<file path="src/rtl/control_sequencer.sv">
// ---------------------------------------------------------------------------
// control_sequencer
//
// Moore-type hardwired control unit for a small accumulator/register CPU.
// Runs the three-cycle fetch (T0..T2), latches the opcode on entry to T3 and
// then drives the datapath strobes for LD, LDI, ST, ADD and HALT. Unknown
// opcodes complete as a NOP in T3. Memory states (fetch T1, LD T6, ST T7)
// stall on mem_ready and fall into ERROR if the memory never answers within
// TIMEOUT wait cycles.
//
// Ports
//   clock      in   1         single clock, rising-edge
//   clear      in   1         synchronous active-high reset
//   run        in   1         permits fetching of the next instruction
//   mem_ready  in   1         memory completed the current read/write
//   opcode     in   OPCODE_W  IR opcode field
//   ctrl       out  21        datapath strobes (bit map in localparams below)
//   state      out  4         current state encoding (debug)
//   instr_done out  1         pulse in the final cycle of each instruction
//   halted     out  1         high while in HALTED
//   mem_err    out  1         high while in ERROR
// ---------------------------------------------------------------------------
module control_sequencer #(
  parameter int                  OPCODE_W = 5,
  parameter logic [OPCODE_W-1:0] OP_LD    = 5'b00000,
  parameter logic [OPCODE_W-1:0] OP_LDI   = 5'b00001,
  parameter logic [OPCODE_W-1:0] OP_ST    = 5'b00010,
  parameter logic [OPCODE_W-1:0] OP_ADD   = 5'b00011,
  parameter logic [OPCODE_W-1:0] OP_HALT  = 5'b11011,
  parameter int                  TIMEOUT  = 16
) (
  input  logic                clock,
  input  logic                clear,
  input  logic                run,
  input  logic                mem_ready,
  input  logic [OPCODE_W-1:0] opcode,
  output logic [20:0]         ctrl,
  output logic [3:0]          state,
  output logic                instr_done,
  output logic                halted,
  output logic                mem_err
);

  // Strobe bit positions within ctrl.
  localparam int PC_OUT   = 0;
  localparam int PC_IN    = 1;
  localparam int INC_PC   = 2;
  localparam int MAR_IN   = 3;
  localparam int READ     = 4;
  localparam int WRITE    = 5;
  localparam int MD_READ  = 6;
  localparam int MDR_IN   = 7;
  localparam int MDR_OUT  = 8;
  localparam int IR_IN    = 9;
  localparam int Y_IN     = 10;
  localparam int ZLOW_IN  = 11;
  localparam int ZLOW_OUT = 12;
  localparam int GRA      = 13;
  localparam int GRB      = 14;
  localparam int GRC      = 15;
  localparam int R_IN     = 16;
  localparam int R_OUT    = 17;
  localparam int BA_OUT   = 18;
  localparam int CSIGNOUT = 19;
  localparam int ALU_ADD  = 20;

  typedef enum logic [3:0] {
    S_IDLE   = 4'd0,
    S_T0     = 4'd1,
    S_T1     = 4'd2,
    S_T2     = 4'd3,
    S_T3     = 4'd4,
    S_T4     = 4'd5,
    S_T5     = 4'd6,
    S_T6     = 4'd7,
    S_T7     = 4'd8,
    S_HALTED = 4'd9,
    S_ERROR  = 4'd10
  } state_e;

  state_e              state_q, state_d;
  logic [7:0]          wait_q, wait_d;
  logic [OPCODE_W-1:0] op_q, op_d;

  logic is_mem;       // current state waits on mem_ready
  logic is_done;      // current state is the last one of the instruction
  logic advance;
  logic timeout_hit;

  // Strobe decode: a pure function of state and latched opcode.
  always_comb begin
    // NOTE: every output of a combinational block gets a default first so
    // that no path through the case statements can infer a latch.
    ctrl    = '0;
    is_mem  = 1'b0;
    is_done = 1'b0;
    case (state_q)
      S_T0: begin
        ctrl[PC_OUT] = 1'b1; ctrl[MAR_IN]  = 1'b1;
        ctrl[INC_PC] = 1'b1; ctrl[ZLOW_IN] = 1'b1;
      end
      S_T1: begin
        ctrl[ZLOW_OUT] = 1'b1; ctrl[PC_IN]  = 1'b1; ctrl[READ] = 1'b1;
        ctrl[MD_READ]  = 1'b1; ctrl[MDR_IN] = 1'b1;
        is_mem = 1'b1;
      end
      S_T2: begin
        ctrl[MDR_OUT] = 1'b1; ctrl[IR_IN] = 1'b1;
      end
      S_T3: begin
        case (op_q)
          OP_LD, OP_LDI, OP_ST: begin
            ctrl[GRB] = 1'b1; ctrl[BA_OUT] = 1'b1; ctrl[Y_IN] = 1'b1;
          end
          OP_ADD: begin
            ctrl[GRB] = 1'b1; ctrl[R_OUT] = 1'b1; ctrl[Y_IN] = 1'b1;
          end
          default: is_done = 1'b1;  // HALT and unknown opcodes end here
        endcase
      end
      S_T4: begin
        case (op_q)
          OP_LD, OP_LDI, OP_ST: begin
            ctrl[CSIGNOUT] = 1'b1; ctrl[ALU_ADD] = 1'b1; ctrl[ZLOW_IN] = 1'b1;
          end
          OP_ADD: begin
            ctrl[GRC] = 1'b1; ctrl[R_OUT] = 1'b1;
            ctrl[ALU_ADD] = 1'b1; ctrl[ZLOW_IN] = 1'b1;
          end
          default: ;
        endcase
      end
      S_T5: begin
        case (op_q)
          OP_LDI, OP_ADD: begin
            ctrl[ZLOW_OUT] = 1'b1; ctrl[GRA] = 1'b1; ctrl[R_IN] = 1'b1;
            is_done = 1'b1;
          end
          OP_LD, OP_ST: begin
            ctrl[ZLOW_OUT] = 1'b1; ctrl[MAR_IN] = 1'b1;
          end
          default: ;
        endcase
      end
      S_T6: begin
        case (op_q)
          OP_LD: begin
            ctrl[READ] = 1'b1; ctrl[MD_READ] = 1'b1; ctrl[MDR_IN] = 1'b1;
            is_mem = 1'b1;
          end
          OP_ST: begin
            // MD_read stays low so MDR captures the bus, not memory.
            ctrl[GRA] = 1'b1; ctrl[R_OUT] = 1'b1; ctrl[MDR_IN] = 1'b1;
          end
          default: ;
        endcase
      end
      S_T7: begin
        case (op_q)
          OP_LD: begin
            ctrl[MDR_OUT] = 1'b1; ctrl[GRA] = 1'b1; ctrl[R_IN] = 1'b1;
            is_done = 1'b1;
          end
          OP_ST: begin
            ctrl[WRITE] = 1'b1;
            is_mem  = 1'b1;
            is_done = 1'b1;
          end
          default: ;
        endcase
      end
      default: ;  // IDLE, HALTED, ERROR drive nothing
    endcase
  end

  // Memory states only move on when mem_ready is seen; a ready arriving on
  // the timeout cycle still advances because timeout_hit requires !mem_ready.
  assign advance     = !is_mem || mem_ready;
  assign timeout_hit = is_mem && !mem_ready && (wait_q >= 8'(TIMEOUT - 1));

  // Next-state logic.
  always_comb begin
    state_d = state_q;
    op_d    = op_q;
    // The counter is zero whenever we are not stalled, so it is already
    // cleared on entry to every memory state.
    wait_d  = '0;
    if (is_mem && !mem_ready) wait_d = wait_q + 8'd1;
    if (state_q == S_T2) op_d = opcode;

    case (state_q)
      S_IDLE:            if (run) state_d = S_T0;
      S_HALTED, S_ERROR: state_d = state_q;
      default: begin
        if (timeout_hit) begin
          state_d = S_ERROR;
        end else if (advance) begin
          if (state_q == S_T3 && op_q == OP_HALT) state_d = S_HALTED;
          else if (is_done)                       state_d = run ? S_T0 : S_IDLE;
          else                                    state_d = state_e'(state_q + 4'd1);
        end
      end
    endcase
  end

  always_ff @(posedge clock) begin
    // NOTE: sequential state uses non-blocking assignments so every register
    // samples its next value from the same pre-edge snapshot.
    if (clear) begin
      state_q <= S_IDLE;
      wait_q  <= '0;
      op_q    <= '0;
    end else begin
      state_q <= state_d;
      wait_q  <= wait_d;
      op_q    <= op_d;
    end
  end

  assign state      = state_q;
  assign instr_done = is_done && advance;
  assign halted     = (state_q == S_HALTED);
  assign mem_err    = (state_q == S_ERROR);

endmodule
</file>
<file path="config.mk">
export PLATFORM = sky130hd
export DESIGN_NAME = control_sequencer
export DESIGN_NICKNAME = d
export VERILOG_FILES = /design/src/rtl/control_sequencer.sv
export SDC_FILE = /design/constraint.sdc
export NUM_CORES = 1
export LEC_CHECK = 0
export ABC_AREA = 1
export BUFFER_PORTS_ARGS = -buffer_cell sky130_fd_sc_hd__buf_2
export CAP_MARGIN = 20
export CORE_UTILIZATION = 48
export CTS_BUF_LIST = sky130_fd_sc_hd__clkbuf_4 sky130_fd_sc_hd__clkbuf_8
export DETAILED_ROUTE_END_ITERATION = 12
export GPL_ROUTABILITY_DRIVEN = 0
export PLACE_DENSITY = 0.81
export REMOVE_ABC_BUFFERS = 1
export SYNTH_ARGS = -nofsm -noshare
export SYNTH_HDL_FRONTEND = slang
export SYNTH_SLANG_ARGS = --single-unit
</file>
<file path="constraint.sdc">
create_clock -name clock -period 4.89 [get_ports clock]
set_clock_uncertainty 0.15 [all_clocks]
set_input_delay 0.978 -clock clock [delete_from_list [all_inputs] [get_ports clock]]
set_output_delay 0.978 -clock clock [all_outputs]
set_load 0.01 [all_outputs]
</file>
* Word level (Yosys, flattened, before mapping)
Cells that the tools add are included.
** Operators by class
- Equality and inequality tests :: 15
- Reductions and logical operators :: 18
- Multiplexer cells :: 34
- Magnitude comparators :: 1
- $add $sub $neg :: 2
- Bitwise gates (word level) :: 2
** Operators with widths (count)
- $mux 4 :: 5
- $eq 4x3->1 const B :: 4
- $mux 1 :: 16
- $pmux 1 s2 :: 7
- $eq 4x4->1 const B :: 3
- $eq 5x2->1 const B :: 2
- $reduce_or 2->1 :: 5
- $pmux 1 s3 :: 3
- $add 8x1->8 const B :: 1
- $eq 4x2->1 const B :: 2
- $ge 8x4->1 const B :: 1
- $pmux 4 s2 :: 1
- $eq 5x1->1 const B :: 1
- $eq 5x5->1 const B :: 1
- $logic_not 5->1 :: 1
- $add 4x1->4 const B :: 1
- $eq 4x1->1 const B :: 1
- $logic_and 1x1->1 :: 4
- $logic_not 4->1 :: 1
- $pmux 2 s2 :: 1
- $reduce_or 4->1 :: 1
- $reduce_and 3->1 :: 1
- $reduce_bool 3->1 :: 1
- $reduce_or 3->1 :: 1
- 5 further kinds :: 7
** Word-level totals
- Register bits :: 17
- Word-level logic and storage cells :: 75
- Output and inout port bits :: 28
- Bits of input ports :: 9

* Depth between registers and ports, before layout
- Word-level depth :: 9
- Depth in mapped cells :: 11
- Gate-level depth less buffers :: 11

* Worst setup path after synthesis
No wires, ideal clock.
- Path type :: register to output
- Start point :: register state_q[0] (netlist: state[0])
- End point :: output port ctrl[17]
- Stages on the path, launching flop included :: 9
- Setup slack :: 2345 ps
- Arrival :: 1417 ps
- Path buffers :: 0
- Cell sequence :: dfxtp_1 inv_1 ha_1 inv_1 nor2_1 inv_1 nor2_1 o21ai_0 nand2_1
** On the way
- Longest elaborated chain between the ends :: 3
- Elaborated cells on any way between the ends :: 5
- Classes of those cells :: 3 x eq/ne; 1 x mux; 1 x reduce/logical
** RTL lines
- start: declaration :: line 81 : state_e state_q, state_d;
- start signal: assignment :: line 214 : state_q <= state_d;
- $eq 4x3->1 :: line 97 : case (state_q)
- $reduce_or 2->1 (no source line)
- $pmux 1 s2 * :: line 97
- end: declaration :: line 37 : output logic [20:0] ctrl,
Mark *: on every way between the ends. The rest lies on a longest branch, timed or not.

* Worst setup path in the final report
Ends and elaborated chain as after synthesis.

==> metrics.txt <==
status complete, no violations; most used cell, CP inv_1; worst r2r src state[0]$_SDFFE_PP0P_; Total Routed Length 2540 µm; dpl ws 2270 ps; hold slack 312 ps; Max stage delay on crit path 430 ps; Pre-antenna DRT Iters 4; Num CTS Buffers 3; Final period util 0.603; Residual DRC 0; path type of the worst min-delay path flip-flop to flip-flop; vias in the first global route 1031; RSZ-0062 raised after global routing no; Final min period 2950 ps; overall routing resource usage 0.202; CTS tree done; Setup crit start kind flip-flop; Final WS setup 1940 ps; commonest non-fill, non-tap cell in the layout buf_2; worst setup path start state[0]$_SDFFE_PP0P_; Worst Path Buf+Inv 4; Starting Density 0.532; H-tree Lvls 1; fin nets 228; setup_tns 0 ps; slowest stage cell, crit path dfxtp_1; yosys warns 0; # rows 17; Via density 4.93; Seq/Total Area, Yosys 0.276; Pins Over Slew Limit 0; Post-Synthesis Cell Area 1230 µm²; drt wl/cell 10.6 µm; crit-path cells inv_1 -> ha_1 -> inv_1 -> nor2_1 -> inv_1 -> nor2_1 -> o21ai_0 -> nand2_1 -> buf_2; Placeable Area 2320 µm²; antenna violations before repair 0; CP endpoint kind primary output; io pins 37; total grt overflow 0; Worst-Margin Slew 337 ps; Sink Count 17; max cap viols 0; CP arrival 1820 ps; first-pass GRT wire length 4240 µm; CTS clk-pin slew, worst paths 100 ps; Crit Path Class flip-flop to primary output; ANT nets after route 0; min-delay src wait_q[0]$_SDFF_PP0_; fraction of layout cells with a size suffix above 1 0.319; Syn Inst Count 177; Pwr Density 312 nW/µm²; Die Area 2770 µm²; Rel. slew slack 0.773; final hold vios 0; die height 52.7 µm; placed cell count 237; syn_area_per_cell 6.96 µm²; Synth Register Bits 17; Skew-Pair Late Insertion Delay 290 ps; cts hold-fix bufs 0; DR iter-0 viols 37; commonest non-fill, non-tap cells in the layout 36 x buf_2, 30 x nand2_1, 26 x nor2_1; Die W 52.7 µm; final non-filler cell total 241; post-synthesis cell type count 28; Max Root-Sink Buffers 2; LEAKAGE 0.762 nW; pin count of the biggest net entering global routing 11; Peak supply drop 0.000174 V; Root Driver clkbuf_4; Pwr Total 0.450 mW; n_diodes 0; placed wire-length estimate 2100 µm; Max Fclk 0.339 GHz; Post CTS Setup Buffer Count 0; CTS-repair resized insts 0; detailed-route via count 1188; Crit path required time 3760 ps; setup violators final 0; Crit path max-delay family buffers and inverters; number of buffers added on ports 36; Syn-to-layout area delta 17.0%; CP max FO 6
## cells by family (layout without fill, tap and decap cells)
logic type	Yosys count	after routing	synth area share
compound gates	21	21	0.0995
xor+xnor	4	4	0.0284
fa+ha+maj	5	5	0.0508
buf+inv	33	69	0.116
flops	17	17	0.276
simple gates	97	97	0.429
## worst reg2reg max path, cell delays in order, from the launching register on
cell,delay (ps)
dfxtp_1,430
inv_1,110
ha_1,210
inv_1,190
nor2_4,80
nand3_4,100
nand3_2,120
nand3_4,100
nand2_4,70
nor2_4,100
nand2_1,60
a21oi_1,140
## worst paths after layout
path                                         endpoint  slack, ps  cells past startpoint
worst max-delay path                         ctrl[17]       1940                      9
worst min-delay path             wait_q[0]$_SDFF_PP0_        310                      1
worst max register to register  state[1]$_SDFFE_PP0P_       2960                     11
worst min register to register   wait_q[0]$_SDFF_PP0_        310                      1
## synth_stat cells
cell      number  area [µm²]
buf_4          3        22.5
a31oi_1        1        6.26
or2_2          1        6.26
clkinv_1       1        3.75
nor2_1        26        97.6
nand2_4        1        11.3
nand4_1        1        6.26
nand3_2        3        30.0
xor2_1         3        26.3
buf_6          1        11.3
or2_0          1        6.26
nand3_4        2        35.0
dfxtp_1       17         340
nor3b_2        2        25.0
nand2_1       30         113
nor3_1         7        35.0
ha_1           5        62.6
nor2_4         4        45.0
nor2_2         2        12.5
nand3_1        8        40.0
inv_1         25        93.8
inv_2          3        11.3
a21oi_1       10        50.1
o21ai_0        9        45.0
xnor2_1        1        8.76
a31oi_4        1        21.3
nor3_4         1        16.3
nand2_2        8        50.1
## where the power goes
part           internal, mW  leakage, nW  total, mW  switching, mW
clock                0.0304       0.0177     0.0739         0.0435
sequential            0.150        0.138      0.166         0.0163
combinational        0.0773        0.606      0.210          0.132
total                 0.257        0.762      0.450          0.192
## through the flow
step           instance area [µm²]   util
2_1_floorplan                 1200      -
3_3_place_gp                  1410  0.610
3_5_place_dp                  1410  0.610
4_1_cts                       1440  0.622
5_1_grt                       1440  0.622
6_report                      1440  0.622
## area by class of cell
| cell class | count | area, µm² |
|---|---|---|
| fillers | 226 | 877 |
| clock buffers | 3 | 22.5 |
| inverters | 29 | 109 |
| multi-input cells | 127 | 749 |
| repair buffers | 36 | 180 |
| flip-flops and latches | 17 | 340 |
| well taps | 28 | 35.0 |
| clock inverters | 1 | 5.00 |
## flip-flops by register name, summed over array words and instances, names as in the netlist
register and flops:
state 4, op_q 5, wait_q 8
## layer usage
layer,global-route usage,up-vias,share of wire
met5,0,-,0
met2,0.340,46,0.44
met4,0.0789,0,0.013
met3,0.00870,4,0.048
li1,-,625,-
met1,0.267,513,0.50
Note: power is estimated with default switching activity, not from simulation.
